### src/rtl/vend_ctrl.sv
// Vending-machine controller: coin credit, row/column selection, price lookup, dispense and change.
// Optional per-item stock tracking is built in when VEND_STOCK_EN is defined.
module vend_ctrl #(
    parameter  int N_ROWS      = 4,
    parameter  int N_COLS      = 4,
    parameter  int PRICE_W     = 16,
    parameter  int TIMEOUT_CYC = 1024,
    parameter  int STOCK_W     = 4,
    localparam int SEL_W       = $clog2(N_ROWS * N_COLS)
) (
    input  logic               I_CLK,
    input  logic               I_RESET_N,
    input  logic [N_ROWS-1:0]  I_ROW,
    input  logic [N_COLS-1:0]  I_COL,
    input  logic               I_COIN_VALID,
    input  logic [PRICE_W-1:0] I_COIN_VALUE,
    input  logic               I_CANCEL,
    input  logic               I_CFG_WE,
    input  logic [SEL_W-1:0]   I_CFG_ADDR,
    input  logic [PRICE_W-1:0] I_CFG_PRICE,
    input  logic [STOCK_W-1:0] I_CFG_STOCK,
    output logic [PRICE_W-1:0] O_CREDIT,
    output logic [PRICE_W-1:0] O_PRICE,
    output logic [SEL_W-1:0]   O_SEL,
    output logic               O_SUCCESS,
    output logic [PRICE_W-1:0] O_CHANGE,
    output logic               O_CHANGE_VALID,
    output logic               O_SOLD_OUT
);
    // state         | meaning
    // S_IDLE        | no selection in progress
    // S_ROW         | letter latched, waiting for number
    // S_CHECK       | price/stock lookup of the selection
    // S_WAIT_CREDIT | selection priced, credit short
    // S_DISPENSE    | item released, price deducted
    // S_GIVE_CHANGE | remaining credit paid out
    localparam logic [2:0] S_IDLE        = 3'd0;
    localparam logic [2:0] S_ROW         = 3'd1;
    localparam logic [2:0] S_CHECK       = 3'd2;
    localparam logic [2:0] S_WAIT_CREDIT = 3'd3;
    localparam logic [2:0] S_DISPENSE    = 3'd4;
    localparam logic [2:0] S_GIVE_CHANGE = 3'd5;

    localparam int N_ITEMS = N_ROWS * N_COLS;
    localparam int RW      = (N_ROWS > 1) ? $clog2(N_ROWS) : 1;
    localparam int CW      = (N_COLS > 1) ? $clog2(N_COLS) : 1;
    localparam int TW      = $clog2(TIMEOUT_CYC + 1);
    localparam logic [TW-1:0] TMO_LOAD = TW'(TIMEOUT_CYC);

    logic [2:0]         state_q, state_d;
    logic [RW-1:0]      row_q, row_d, row_idx;
    logic [CW-1:0]      col_q, col_d, col_idx;
    logic [PRICE_W-1:0] credit_q, credit_d, credit_inc, coin;
    logic [PRICE_W-1:0] price_o_q, price_o_d;
    logic [SEL_W-1:0]   sel_o_q, sel_o_d, sel;
    logic               success_q, success_d;
    logic [PRICE_W-1:0] change_q, change_d;
    logic               change_vld_q, change_vld_d;
    logic               sold_out_d, sold_hit;
    logic [TW-1:0]      tmo_q, tmo_d;
    logic               row_vld, col_vld, btn_any, in_cnt, timeout, abort;
    logic [PRICE_W-1:0] price_tbl_q [N_ITEMS];
    logic [PRICE_W-1:0] sel_price;

    function automatic logic [PRICE_W-1:0] sat_add(input logic [PRICE_W-1:0] a,
                                                   input logic [PRICE_W-1:0] b);
        logic [PRICE_W:0] s;
        s = {1'b0, a} + {1'b0, b};
        return s[PRICE_W] ? '1 : s[PRICE_W-1:0];
    endfunction

    always_comb begin
        row_idx = '0;
        for (int i = 0; i < N_ROWS; i++) if (I_ROW[i]) row_idx = RW'(i);
        col_idx = '0;
        for (int i = 0; i < N_COLS; i++) if (I_COL[i]) col_idx = CW'(i);
    end

    assign row_vld    = $onehot(I_ROW);
    assign col_vld    = $onehot(I_COL);
    assign btn_any    = (|I_ROW) | (|I_COL);
    assign coin       = I_COIN_VALID ? I_COIN_VALUE : '0;
    assign credit_inc = sat_add(credit_q, coin);
    assign sel        = SEL_W'(int'(row_q) * N_COLS + int'(col_q));
    assign sel_price  = price_tbl_q[sel];

    // Timeout fires on the cycle that would otherwise take the counter to zero.
    assign in_cnt  = (state_q == S_ROW) || (state_q == S_WAIT_CREDIT);
    assign timeout = in_cnt && (tmo_q == TW'(1)) && !btn_any && !I_COIN_VALID;
    assign abort   = I_CANCEL || timeout;

    always_comb begin
        state_d      = state_q;
        row_d        = row_q;
        col_d        = col_q;
        credit_d     = credit_inc;
        price_o_d    = price_o_q;
        sel_o_d      = sel_o_q;
        success_d    = 1'b0;
        change_d     = change_q;
        change_vld_d = 1'b0;
        sold_out_d   = 1'b0;
        case (state_q)
            S_IDLE: begin
                if (abort) begin
                    state_d = (credit_inc != '0) ? S_GIVE_CHANGE : S_IDLE;
                end else if (row_vld) begin
                    row_d   = row_idx;
                    state_d = S_ROW;
                end
            end
            S_ROW: begin
                if (abort) begin
                    state_d = (credit_inc != '0) ? S_GIVE_CHANGE : S_IDLE;
                end else if (row_vld) begin
                    row_d = row_idx;
                end else if (col_vld) begin
                    col_d   = col_idx;
                    state_d = S_CHECK;
                end
            end
            S_CHECK: begin
                price_o_d = sel_price;
                if (sold_hit) begin
                    sold_out_d = 1'b1;
                    state_d    = S_ROW;
                end else if (credit_q >= sel_price) begin
                    state_d = S_DISPENSE;
                end else begin
                    state_d = S_WAIT_CREDIT;
                end
            end
            S_WAIT_CREDIT: begin
                if (abort) begin
                    state_d = (credit_inc != '0) ? S_GIVE_CHANGE : S_IDLE;
                end else if (credit_q >= price_o_q) begin
                    state_d = S_DISPENSE;
                end else if (row_vld) begin
                    row_d   = row_idx;
                    state_d = S_ROW;
                end
            end
            S_DISPENSE: begin
                sel_o_d   = sel;
                success_d = 1'b1;
                credit_d  = sat_add(credit_q - price_o_q, coin);
                state_d   = (credit_d == '0) ? S_IDLE : S_GIVE_CHANGE;
            end
            S_GIVE_CHANGE: begin
                change_d     = credit_inc;
                change_vld_d = 1'b1;
                credit_d     = '0;
                state_d      = S_IDLE;
            end
            default: state_d = S_IDLE;
        endcase
    end

    always_comb begin
        if (!in_cnt || btn_any || I_COIN_VALID || (state_d != state_q)) tmo_d = TMO_LOAD;
        else tmo_d = tmo_q - TW'(1);
    end

    always_ff @(posedge I_CLK or negedge I_RESET_N) begin
        if (!I_RESET_N) begin
            state_q      <= S_IDLE;
            row_q        <= '0;
            col_q        <= '0;
            credit_q     <= '0;
            price_o_q    <= '0;
            sel_o_q      <= '0;
            success_q    <= 1'b0;
            change_q     <= '0;
            change_vld_q <= 1'b0;
            tmo_q        <= TMO_LOAD;
            for (int i = 0; i < N_ITEMS; i++) price_tbl_q[i] <= '0;
        end else begin
            state_q      <= state_d;
            row_q        <= row_d;
            col_q        <= col_d;
            credit_q     <= credit_d;
            price_o_q    <= price_o_d;
            sel_o_q      <= sel_o_d;
            success_q    <= success_d;
            change_q     <= change_d;
            change_vld_q <= change_vld_d;
            tmo_q        <= tmo_d;
            for (int i = 0; i < N_ITEMS; i++)
                if (I_CFG_WE && (I_CFG_ADDR == SEL_W'(i))) price_tbl_q[i] <= I_CFG_PRICE;
        end
    end

`ifdef VEND_STOCK_EN
    logic [STOCK_W-1:0] stock_tbl_q [N_ITEMS];
    logic               sold_out_q;

    assign sold_hit   = (stock_tbl_q[sel] == '0);
    assign O_SOLD_OUT = sold_out_q;

    // A config write wins over the dispense decrement on the same entry.
    always_ff @(posedge I_CLK or negedge I_RESET_N) begin
        if (!I_RESET_N) begin
            sold_out_q <= 1'b0;
            for (int i = 0; i < N_ITEMS; i++) stock_tbl_q[i] <= '0;
        end else begin
            sold_out_q <= sold_out_d;
            for (int i = 0; i < N_ITEMS; i++) begin
                if (I_CFG_WE && (I_CFG_ADDR == SEL_W'(i)))
                    stock_tbl_q[i] <= I_CFG_STOCK;
                else if ((state_q == S_DISPENSE) && (sel == SEL_W'(i)) && (stock_tbl_q[i] != '0))
                    stock_tbl_q[i] <= stock_tbl_q[i] - STOCK_W'(1);
            end
        end
    end
`else
    logic unused_stock;
    assign unused_stock = ^{I_CFG_STOCK, sold_out_d};
    assign sold_hit     = 1'b0;
    assign O_SOLD_OUT   = 1'b0;
`endif

    assign O_CREDIT       = credit_q;
    assign O_PRICE        = price_o_q;
    assign O_SEL          = sel_o_q;
    assign O_SUCCESS      = success_q;
    assign O_CHANGE       = change_q;
    assign O_CHANGE_VALID = change_vld_q;

endmodule

### config.mk
export PLATFORM = sky130hd
export DESIGN_NAME = vend_ctrl
export DESIGN_NICKNAME = d
export VERILOG_FILES = /design/src/rtl/vend_ctrl.sv
export SDC_FILE = /design/constraint.sdc
export NUM_CORES = 1
export LEC_CHECK = 0
export ABC_AREA = 0
export CELL_PAD_IN_SITES_DETAIL_PLACEMENT = 0
export CELL_PAD_IN_SITES_GLOBAL_PLACEMENT = 1
export CORE_UTILIZATION = 33
export DETAILED_ROUTE_END_ITERATION = 8
export GPL_TIMING_DRIVEN = 0
export PLACE_DENSITY = 0.66
export SYNTH_ARGS = -nofsm -noshare
export SYNTH_HDL_FRONTEND = slang
export SYNTH_SLANG_ARGS = --single-unit
### constraint.sdc
create_clock -name I_CLK -period 6.3 [get_ports I_CLK]
set_input_delay 1.26 -clock I_CLK [delete_from_list [all_inputs] [get_ports I_CLK]]
set_output_delay 1.26 -clock I_CLK [all_outputs]
set_load 0.005 [all_outputs]
=== Yosys cells after proc, flatten, opt, wreduce, memory -nomap -nowiden ===
Index checks and enable logic that the tools add are counted.
Widths: inputs -> output; s select.

* Register bits after elaboration: 328
* Memories kept: 0
* Bits in writable memories: 0
* ROM bits: 0
* Latch bits: 0

* Equal/unequal tests: 27
* Multipliers: 0
* Order comparisons: 3
* $add $sub $neg: 11
* Reductions and logical operators: 37
* Muxes and demuxes: 32
* Bitwise logic cells: 4
* Shift-type cells: 0
* Divide/modulo/power cells: 0

{| class="wikitable"
|+ Operators by type and width
! operator !! count
|-
| $mux 16 || 5
|-
| $bmux 16 s4 || 1
|-
| $add 16x16->17 || 2
|-
| $eq 4x4->1 const B || 8
|-
| $ge 16x16->1 || 2
|-
| $pmux 16 s2 || 1
|-
| $mux 3 || 10
|-
| $logic_and 1x1->1 || 19
|-
| $eq 4x3->1 const B || 4
|-
| $logic_not 16->1 || 1
|-
| $mux 2 || 8
|-
| $reduce_bool 16->1 || 1
|-
| $sub 16x16->16 || 1
|-
| $pmux 3 s5 || 1
|-
| $eq 11x1->1 const B || 1
|-
| $mux 11 || 1
|-
| $sub 11x1->11 const B || 1
|-
| $eq 3x1->1 const B || 3
|-
| $add 1x1->2 || 4
|-
| $eq 4x2->1 const B || 2
|-
| $reduce_and 4->1 || 2
|-
| $reduce_or 4->1 || 2
|-
| $add 2x2->3 || 2
|-
| $eq 3x2->1 const B || 2
|-
| other kinds (17) || 30
|}

=== Depth between registers and ports, before layout ===
Gate-level depths: netlist of run 1.

* Word-level depth: 11
* Gate-level depth with buffers: 21

=== Worst setup path before layout of run 1 ===
OpenSTA, ideal clock, no wires.

* Kind: register to register
* Start: register col_q[0]
* End: register tmo_q[10]
* Arrival time: 4,297 ps
* Required time: 6,206 ps
* Period minus slack after synthesis: 4,391 ps
* Path buffers: 2
* Path slack: 1,909 ps
* Stages on the path, launching flop included: 15
* Cell sequence: dfrtp_1 -> buf_1 -> buf_1 -> mux4_2 -> mux4_2 -> inv_1 -> ha_1 -> a21o_1 -> a211oi_1 -> o21bai_1 -> a2111oi_0 -> o21ai_0 -> nand2_1 -> o41ai_4 -> or4_1

* Cells in the longest elaborated chain, start to end: 11

{| class="wikitable"
|+ RTL lines
! item !! RTL line !! RTL
|-
| from (decl) || 52 || <nowiki>logic [CW-1:0] col_q, col_d, col_idx;</nowiki>
|-
| from (signal assigned) || 180 || <nowiki>col_q <= col_d;</nowiki>
|-
| $add 4x2->4 || 84 || <nowiki>assign sel = SEL_W'(int'(row_q) * N_COLS + int'(col_q));</nowiki>
|-
| $not 4->5 (not written as such) || 85 || <nowiki>assign sel_price = price_tbl_q[sel];</nowiki>
|-
| $bmux 16 s4 || 85 ||
|-
| $mux 16 (not written as such) (2 in a row) || 85 ||
|-
| $ge 16x16->1 || 127 || <nowiki>end else if (credit_q >= sel_price) begin</nowiki>
|-
| $mux 3 || 127 ||
|-
| $pmux 3 s5 || 103 || <nowiki>case (state_q)</nowiki>
|-
| $ne 3x3->1 || 160 || <nowiki>if (!in_cnt || btn_any || I_COIN_VALID || (state_d != state_q)) tmo_d = TMO_LOAD;</nowiki>
|-
| $logic_or 1x1->1 || 160 ||
|-
| $mux 11 || 160 ||
|-
| named net tmo_d[10] || 60 || <nowiki>logic [TW-1:0] tmo_q, tmo_d;</nowiki>
|-
| to (signal assigned) || 187 || <nowiki>tmo_q <= tmo_d;</nowiki>
|-
| to (decl) || 60 ||
|}

The timed path passes the listed nets, and every way through them passes these cells. The select of a mux whose other input is x is not followed.
A chain may end at the register's enable or synchronous reset.

=== Final worst setup path of run 1 ===
* Start: register col_q[0]
* End: register tmo_q[4]

Same word-level chain as after synthesis.

==> results of run 1 <==
==> kinds of logic after synthesis <==
family                   Yosys count  share of synthesized area [%]
AND/OR/NAND/NOR                  250                           7.17
AO/OA/AOI/OAI                    205                           7.87
other                              1                         0.0214
buffers and inverters            140                           3.05
XOR/XNOR                          41                           2.05
adder cells (fa/ha/maj)           78                           5.79
multiplexers                     343                           27.2
flip-flops                       328                           46.9
==> metrics by stage <==
stage / std cells / setup TNS [ps] / total power, W
CTS: 2248 / 0 / 0.0110
finish: 2249 / 0 / 0.0109
detailed placement: 2179 / 0 / 0.00884
global route: 2248 / 0 / 0.0118
global placement: 2176 / -3327240 / 0.00874
floorplan: 1386 / 0 / 0.00705
==> cells in the mapped netlist (all sizes together) (3+ instances only) <==
master	n	area [um2]
and3	4	25.0
nand2b	11	68.8
xor2	19	166
ha	73	913
o21ai	64	320
o21bai	6	45.0
o31ai	8	78.8
o22ai	3	18.8
nor2	60	225
o211ai	4	35.0
nor3	10	55.1
or4	4	30.0
a21o	17	128
nand2	73	274
and2	22	139
dfrtp	327	8180
buf	13	57.6
nor2b	6	37.5
nand4	5	31.3
mux2	260	2930
mux2i	3	30.0
nand3b	5	37.5
a31oi	11	68.8
a21oi	43	223
a2111oi	5	70.1
or3	8	50.1
mux4	80	1800
nand3	17	85.1
o21a	16	120
nor4	16	113
clkbuf	61	229
xnor2	22	193
inv	65	244
fa	5	100
a211oi	7	52.6
==> path summary, 6_finish.rpt <==
path | end | slack (ps) | cells after the start
setup / recovery | tmo_q[4] | 750 | 15
hold / removal | O_CHANGE[11] | 480 | 2
setup reg to reg | tmo_q[4] | 750 | 15
hold reg to reg | O_CHANGE[11] | 480 | 2
max in group asynchronous | price_tbl_q[8] | 4380 | 3
min in group asynchronous | O_CHANGE[1] | 530 | 1
==> critical path, delay by kind of cell, from the launching register on <==
kind	cells	cell delay, ps
AO/OA/AOI/OAI	6	1330
adder cells (fa/ha/maj)	1	220
buffers and inverters	4	1810
flip-flops	1	380
multiplexers	2	1180
AND/OR/NAND/NOR	2	490
==> report_power, final <==
| group | total (W) | internal, W | switching, W | leakage, nW |
|---|---|---|---|---|
| logic | 0.00571 | 0.00269 | 0.00302 | 4.18 |
| clock network | 0.00211 | 0.00123 | 0.000883 | 0.597 |
| registers | 0.00308 | 0.00269 | 0.000397 | 4.04 |
==> registers in the layout, summed over array words and instances (netlist names), 2 cells and up <==
| name | flops |
|---|---|
| O_CHANGE | 16 |
| O_CREDIT | 16 |
| O_PRICE | 16 |
| O_SEL | 4 |
| col_q | 2 |
| price_tbl_q | 256 |
| row_q | 2 |
| state_q | 3 |
| tmo_q | 11 |
==> final cells by class <==
| class | instances | area share [%] |
|---|---|---|
| clock inverter | 12 | 0.435 |
| buffer | 74 | 1.38 |
| clock buffer | 57 | 5.38 |
| inverter | 66 | 1.20 |
| tap | 688 | 4.16 |
| antenna | 1 | 0.0121 |
| sequential | 328 | 39.7 |
| multi-input combinational | 918 | 42.4 |
| timing repair buffer | 105 | 5.36 |
==> layer usage <==
metal  vias to the layer above  part of all wire (%)
li1                       5380                     -
met1                      5920                    45
met2                       190                    49
met3                        63                   3.2
met4                         0                   1.9
met5                         -                     0
==> flow_metrics.env, run 1 <==
export IMPL_status="finished clean"
export IMPL_portBuffers=102
export IMPL_place_congestion=0.851
export IMPL_grt_first_pass_wirelength_mm=71.7
export IMPL_avgSynthCellArea_um2=12.6
export IMPL_synth_cell_types=75
export IMPL_criticalPathCategory="reg -> reg"
export IMPL_yosys_most_used_dff="dfrtp_1"
export IMPL_end_kind="flop"
export IMPL_fin_nets=1662
export IMPL_areaGrowthSynthToFinish_pct=18.1
export IMPL_crit_chain="buf_1 -> buf_1 -> mux4_2 -> mux4_2 -> inv_1 -> ha_1 -> a21o_1 -> a211oi_1 -> o21bai_1 -> a2111oi_0 -> o21ai_0 -> nand2_1 -> o41ai_4 -> buf_4 -> nor4_1"
export IMPL_start_kind="flop"
export IMPL_period_needed_ps=5550
export IMPL_fin_crit_sh_pct=88.0
export IMPL_power_density_nw_per_um2=527
export IMPL_drive_gt1_share_pct=27.2
export IMPL_final_core_util_pct=39.4
export IMPL_drcViolationCount=0
export IMPL_cts_hold_buf=0
export IMPL_grt_total_usage_pct=17.3
export IMPL_worst_slack_ps=753
export IMPL_synthArstFlopShare_pct=100
export IMPL_antenna_found_initial=0
export IMPL_rsz0062_at_grt="false"
export IMPL_crit_path_start="col_q[0]"
export IMPL_leakage_nw=8.82
export IMPL_hold_start="O_CHANGE[11]"
export IMPL_fmax_mhz=180
export IMPL_grt_max_degree=125
export IMPL_cpPeakStageDelay_ps=910
export IMPL_tightest_slew_ps=1160
export IMPL_wl_per_cell_um=20.0
export IMPL_max_cap_violations=0
export IMPL_yosys_warnings=0
export IMPL_grt_busiest_layer="met2"
export IMPL_max_vdd_ir_drop_mv=0.187
export IMPL_netlist_area_um2=17500
export IMPL_clock_latency_ps=550
export IMPL_required_ps=6730
export IMPL_h_tree_depth=2
export IMPL_coreArea_um2=52400
export IMPL_cts_tree="built"
export IMPL_drt_pass1_iterations=5
export IMPL_io_pins=108
export IMPL_grtUsageMet1_pct=22.7
export IMPL_avgViaCountPerCell=5.14
export IMPL_drtIter0Drc=563
export IMPL_ant_nets=0
export IMPL_area_sequential_um2=8210
export IMPL_syn_num_nets=1517
export IMPL_rows=84
export IMPL_multi_input_area_um2=8770
export IMPL_design_area_um2=20700
export IMPL_slowest_stage="buf_1"
export IMPL_grt_ovfl_total=0
export IMPL_post_place_ws_ps=473
export IMPL_synth_seq_area_share_pct=46.9
export IMPL_grt_pass1_vias=12300
export IMPL_crit_path_max_fanout=10
export IMPL_fillers=4963
export IMPL_final_common_cell="dfrtp_1"
export IMPL_cts_resized=0
export IMPL_clock_sinks=328
export IMPL_use_met3_pct=2.07
export IMPL_rr_startpoint="col_q[0]"
export IMPL_hp_class="reg -> reg"
export IMPL_die_area_um2=54000
export IMPL_synth_edff_count=0
export IMPL_clockBufferDepth=3
export IMPL_holdWs_ps=479
export IMPL_clk_pin_slew_ps=60
export IMPL_die_height_um=232
export IMPL_dp_hpwl_mm=34.9
export IMPL_post_cts_setup_buffers=0
export IMPL_synthCells=1386
export IMPL_fp_dieW_um=232
export IMPL_worstPathArrival_ps=5970
export IMPL_final_cell_mix="dfrtp_1 (327), mux2_2 (260), clkdlybuf4s50_1 (101)"
export IMPL_use_met2_pct=29.7
export IMPL_wl_mm=44.9
export IMPL_cts_root_buf="clkbuf_16"
export IMPL_setup_violations_final=0
export IMPL_slew_viol_final=0
export IMPL_placed_area_um2=19500
export IMPL_start_util_pct=33.4
export IMPL_finalHoldViolCount=0
export IMPL_final_setup_skew_ps=14.1
export IMPL_ys_seq_elements=328
export IMPL_vias=11600
export IMPL_cts_buffers=38
export IMPL_slew_headroom_pct=23.0
Power figures use the tool's default switching activity.
==> inputs of run 2 (changes only) <==
SKIP_CTS_REPAIR_TIMING = 1   (was not set)
TNS_END_PERCENT = 5   (was not set)
==> results of run 2 <==
Final layout, timing and power as in run 1 (identical DEF).
==> RTL edit 1 (config.mk and constraints of run 1) <==
Change the parameter `TIMEOUT_CYC` from 1024 to 2048.
--- a/src/rtl/vend_ctrl.sv
+++ b/src/rtl/vend_ctrl.sv
@@ -6,3 +6,3 @@
     parameter  int PRICE_W     = 16,
-    parameter  int TIMEOUT_CYC = 1024,
+    parameter  int TIMEOUT_CYC = 2048,
     parameter  int STOCK_W     = 4,
Formal check against the unedited RTL: same outputs for any inputs over 4 cycles, from zero or initial values and one cycle with I_RESET_N low; that may be too few to reach the edited logic, so the function may still have changed.
==> RTL edit 1 against run 1 <==
  * The flow now finishes with violations (design-rule violations)
  * Combinational power shrank 1%
  * Sequential cell count up 1
  * Cell area grew 1.3%
  * Setup slack got worse by 340 ps
  * Total power increased by 0.42%
  * Critical path depth rose by 2
  * Synthesized area grew 1.3%
  * Die area rose by 1.3%
  * Wire length grew 1.4%
==> RTL edit 1: results (changes against run 1) <==
[route] first-pass detailed-route iteration total 9 [was 5]
[global_routing] number of global-route vias before repair 12.3k [about the same]
[route] first-iteration detailed-routing DRC count 645 [was 563]
[place] DPL Wire Length 34700 microns [was 34900 microns]
[route] number of remaining DRC errors 12 [was 0]
[place] number of instances in the placed design 2220 [was 2179]
[clocking] number of clock buffers inserted by TritonCTS 39 [was 38]
[route] ratio of routed vias to standard cells 5.17 [was 5.14]
[timing] Clock Skews 14.6 ps [was 14.1 ps]
[power] peak supply drop 185 uV [was 187 uV]
[power] Leakage Power 0.00889 uW [was 0.00882 uW]
[finish] Layout fillers 4986 [was 4963]
[status] result of the run finished, violations left [was finished, final reports clean]
[place] Post-Place Worst Slack 204 ps [was 473 ps]
[logic_synthesis] top cells by instance count after synthesis dfrtp_1 (328), mux2_2 (260), mux4_2 (80) [was dfrtp_1 (327), mux2_2 (260), mux4_2 (80)]
[timing] max_slew headroom 0.174 [was 0.230]
[finish] proportion of layout cells with a drive suffix above 1 0.277 [was 0.272]
[critical_path] Reg2Reg Setup Slack 410 ps [was 750 ps]
[status] violated checks design-rule violations
[global_routing] wire length of the first global-routing pass 71900 microns [was 71700 microns]
[critical_path] Crit Reg-Reg Endpoint tmo_q[2]$_DFF_PN0_ [was tmo_q[4]$_DFF_PN0_]
[route] routed length per placed instance 19.9 microns [was 20.0 microns]
[timing] worst hold slack across all endpoints 476 ps [was 479 ps]
[global_routing] all-layer global routing usage 0.172 [was 0.173]
[finish] diode count 0 [was 1]
[route] post-detailed-routing wire length 45500 microns [was 44900 microns]
[global_routing] maximum number of pins on one net before global-route repair 115 [was 125]
[place] gp weighted congestion 0.832 [was 0.851]
[logic_synthesis] sequential area share after synthesis 0.464 [was 0.469]
[logic_synthesis] number of distinct standard cells referenced by the synthesized netlist 79 [was 75]
-- RTL edit 1: per-layer routing --
layer  vias to the layer above  GRT usage  routed length [microns]
met5                         -          0                        0
met4                         0     0.0534                     1060
met3                        61     0.0244                     1660
met2                       211      0.285                    21800
met1                      6028      0.232                    21000
li1                       5524          -                        -
-- RTL edit 1: final cells by class --
cell class	count	area share
multi-input combinational	958	0.427
sequential	329	0.393
timing repair buffer	104	0.0516
clock buffer	52	0.0508
tap	688	0.0411
buffer	72	0.0143
inverter	69	0.0124
clock inverter	15	0.00944
-- RTL edit 1: through the flow --
step	instance area, sq um	power (uW)	util
detailed placement	19700	8770	0.372
finish	21000	11000	0.396
global placement	19600	8680	0.371
floorplan	17700	7000	-
global route	21000	11800	0.396
CTS	21000	11100	0.396
-- RTL edit 1: worst max path at each step --
| stage | endpoint | slack, ps | cells after the start |
|---|---|---|---|
| 2_1_floorplan | tmo_q[10]$_DFF_PN0_ | 1900 | 17 |
| 5_1_grt | tmo_q[6]$_DFF_PN0_ | 50 | 17 |
| 3_5_place_dp | tmo_q[6]$_DFF_PN0_ | 200 | 15 |
| 4_1_cts | tmo_q[2]$_DFF_PN0_ | 280 | 16 |
| 6_report | tmo_q[2]$_DFF_PN0_ | 410 | 17 |
| 3_3_place_gp | O_SEL[2]$_DFFE_PN0P_ | -10340 | 1 |
-- RTL edit 1: kinds of logic after synthesis --
family / after synthesis / synth area share
compound gates: 221 / 0.0786
xor+xnor: 38 / 0.0188
fa+ha+maj: 78 / 0.0571
buf+inv: 141 / 0.0314
flops: 329 / 0.464
mux: 343 / 0.268
other cells: 1 / 0.000211
simple gates: 277 / 0.0816
-- RTL edit 1: where the power goes --
part,total [uW],internal (uW),switching [uW]
Sequential,3080,2690,388
Clock,2230,1320,907
Combinational,5650,2670,2980
Total,11000,6670,4280
-- RTL edit 1: worst max-delay path: stages, from the launching register on --
cell	delay, ps
dfrtp_1	380
buf_1	690
buf_1	980
mux4_2	670
mux4_2	540
inv_1	80
ha_1	210
o21ai_0	240
nor2_1	80
nor2_1	90
o211ai_1	90
a31oi_1	250
o21ai_0	160
a21oi_1	230
nand2_1	140
a311o_1	400
clkbuf_1	320
nor3_2	250
==> RTL edit 2 (config.mk and constraints of run 1) <==
Made on the original files. Put one more register stage on the output `O_CREDIT`, with the module's reset. The value now appears one clock later. The other outputs are not delayed to match.
--- a/src/rtl/vend_ctrl.sv
+++ b/src/rtl/vend_ctrl.sv
@@ -221,3 +221,9 @@
 
-    assign O_CREDIT       = credit_q;
+    always_ff @(posedge I_CLK or negedge I_RESET_N) begin
+        if (!I_RESET_N) begin
+            O_CREDIT <= '0;
+        end else begin
+            O_CREDIT <= credit_q;
+        end
+    end
     assign O_PRICE        = price_o_q;
Behaviour: not the same (Yosys sat finds a counterexample within 4 cycles, from zero or initial values and one cycle with I_RESET_N low).
==> RTL edit 2 against run 1 <==
  * Synthesized area up 3.3%
  * Via count rose by 4.2%
  * Non-clock buffer count grew 3
  * Fmax shrank 2.6%
  * Wire length rose by 6.4%
  * Cell area grew 3.6%
  * Global-route usage grew 0.22 points
  * Clock skew is 3.1 ps higher
  * Sequential cell count grew 16
  * Total power increased by 1.4%
  * Setup slack lost 150 ps
  * Highest routed layer unchanged
==> RTL edit 2: results (changes against run 1) <==
[status] result of the run finished, final reports clean [unchanged]
[finish] proportion of layout cells with a drive suffix above 1 0.263 [was 0.272]
[global_routing] grt met3 use 0.0241 [was 0.0207]
[hold_path] path type of the worst min-delay path reg -> reg [unchanged]
[power] Leakage Power 0.00911 uW [was 0.00882 uW]
[critical_path] Critical Path AT 6140 ps [was 5970 ps]
[clocking] number of clock buffers inserted by TritonCTS 42 [was 38]
[route] routed length per placed instance 20.6 microns [was 20.0 microns]
[logic_synthesis] cell types with the largest area share after synthesis dfrtp_1 (47%), mux2_2 (16%), mux4_2 (10%) [was dfrtp_1 (47%), mux2_2 (17%), mux4_2 (10%)]
[clocking] insertion delay to the later sink of the worst-skew pair 570 ps [was 550 ps]
[finish] diode count 0 [was 1]
[critical_path] peak fanout along the critical path 10 [unchanged]
[global_routing] fraction of met2 tracks used by global routing 0.299 [was 0.297]
[clocking] buffers inserted by post-CTS timing repair 0 [unchanged]
[clocking] CTS root buf clkbuf_16 [unchanged]
[logic_synthesis] most instantiated flip-flop cell in the synthesis netlist dfrtp_1 [unchanged]
[logic_synthesis] number of distinct standard cells referenced by the synthesized netlist 75 [unchanged]
[route] first-iteration detailed-routing DRC count 592 [was 563]
[global_routing] global-route met1 utilization 0.226 [was 0.227]
[place] Cell Area, Placed 20100 sq um [was 19500 sq um]
[global_routing] maximum number of pins on one net before global-route repair 112 [was 125]
[timing] max_slew headroom 0.205 [was 0.230]
[clocking] maximum clock path buffer count 3 [unchanged]
[finish] flip-flop count of the largest register, all copies and words added 256 [unchanged]
[finish] Total Nets Final 1728 [was 1662]
[global_routing] wire length of the first global-routing pass 75200 microns [was 71700 microns]
[logic_synthesis] sequential area share after synthesis 0.476 [was 0.469]
[place] Post-Place Worst Slack 168 ps [was 473 ps]
[critical_path] cell family with the largest share of critical-path delay compound AO/OA/AOI/OAI gates [was buffers and inverters]
[power] peak supply drop 213 uV [was 187 uV]
[logic_synthesis] net count of the mapped netlist 1579 [was 1517]
[global_routing] all-layer global routing usage 0.175 [was 0.173]
[global_routing] number of global-route vias before repair 12.7k [was 12.3k]
[place] DPL Wire Length 37100 microns [was 34900 microns]
[route] routed vias 12.0k [was 11.6k]
[place] number of instances in the placed design 2249 [was 2179]
[critical_path] Max stage delay on crit path 800 ps [was 910 ps]
[finish] non-filler cells in the finished layout 2322 [was 2249]
[logic_synthesis] gate count after technology mapping 1448 [was 1386]
[logic_synthesis] top cells by instance count after synthesis dfrtp_1 (343), mux2_2 (258), mux4_2 (80) [was dfrtp_1 (327), mux2_2 (260), mux4_2 (80)]
[place] gp weighted congestion 0.815 [was 0.851]
[route] first-pass detailed-route iteration total 5 [unchanged]
[power] net switching share of the total power 0.384 [was 0.394]
[clocking] number of instances resized during post-cts repair 0 [unchanged]
[timing] Clock Skews 17.2 ps [was 14.1 ps]
[logic_synthesis] proportion of synthesized flip-flops having asynchronous set or reset 1.00 [unchanged]
-- RTL edit 2: cell count changes in the layout (fill, tap and decap cells not counted), sizes merged, moves of 8 or more --
cell and delta:
a211oi +13, a31oi +8, clkbuf +12, dfrtp +16, nand2b +8, nor2 +11, nor4 -10, o211ai +11
o21a -8
-- RTL edit 2: power by group through the flow --
| stage | Clock, uW | Sequential (uW) | Combinational, uW |
|---|---|---|---|
| final | 2370 | 3210 | 5480 |
| after global routing | 2530 | 3290 | 6050 |
| after CTS | 2450 | 3210 | 5530 |
| after detailed placement | 0 | 3250 | 5490 |
| after global placement | 0 | 3230 | 5410 |
| after floorplan | 0 | 3090 | 3860 |
-- RTL edit 2: cell families (layout without fill, tap and decap cells) --
kind of cell	after synthesis	count (layout)	synth area share
buffers and inverters	137	315	0.0290
and+or+nand+nor	282	282	0.0786
DFF	344	344	0.476
xor gates and xnor gates	36	36	0.0174
adders and majority gates	78	78	0.0560
other	1	1	0.000207
AOI/OAI and AO/OA	229	229	0.0810
muxes	341	341	0.262
-- RTL edit 2: final timing paths --
kind	start	end	slack, ps	depth (start not counted)
setup / recovery	col_q[0]$_DFFE_PN0P_	tmo_q[5]$_DFF_PN0_	610	15
hold / removal	credit_q[0]$_DFF_PN0_	O_CREDIT[0]$_DFF_PN0_	430	0
setup reg to reg	col_q[0]$_DFFE_PN0P_	tmo_q[5]$_DFF_PN0_	610	15
hold reg to reg	credit_q[0]$_DFF_PN0_	O_CREDIT[0]$_DFF_PN0_	430	0
max in group asynchronous	I_RESET_N	O_CREDIT[7]$_DFF_PN0_	4240	3
min in group asynchronous	I_RESET_N	price_tbl_q[41]$_DFFE_PN0P_	640	1
-- RTL edit 2: final cells by class --
type	instances	area [sq um]
Buffer	77	299
Clock buffer	66	1260
Clock inverter	7	100
Fill cell	5185	32600
Inverter	60	225
Multi-Input combinational cell	967	8960
Sequential cell	344	8610
Tap cell	696	871
Timing Repair Buffer	105	1110
-- RTL edit 2: per-layer routing --
layer  routed length, microns  vias to the layer above
met5                        0                        -
met4                     1380                        0
met3                     1430                       86
met2                    23700                      206
met1                    21200                     6109
li1                         -                     5636
-- RTL edit 2: worst reg2reg max path, stage by stage (launching register included) --
cell	delay (ps)
dfrtp_1	410
buf_2	370
buf_1	810
mux4_2	660
mux4_2	510
inv_1	90
ha_1	240
a21o_1	180
a31oi_1	180
o21ai_0	150
a2111oi_0	800
o211ai_1	290
a21boi_1	250
o31a_1	130
buf_2	200
a221oi_1	320
-- RTL edit 2: metrics by stage --
step,total power [uW],util
6_report,11100,0.397
5_1_grt,11900,0.397
4_1_cts,11200,0.397
3_5_place_dp,8740,0.372
3_3_place_gp,8640,0.370
2_1_floorplan,6960,-
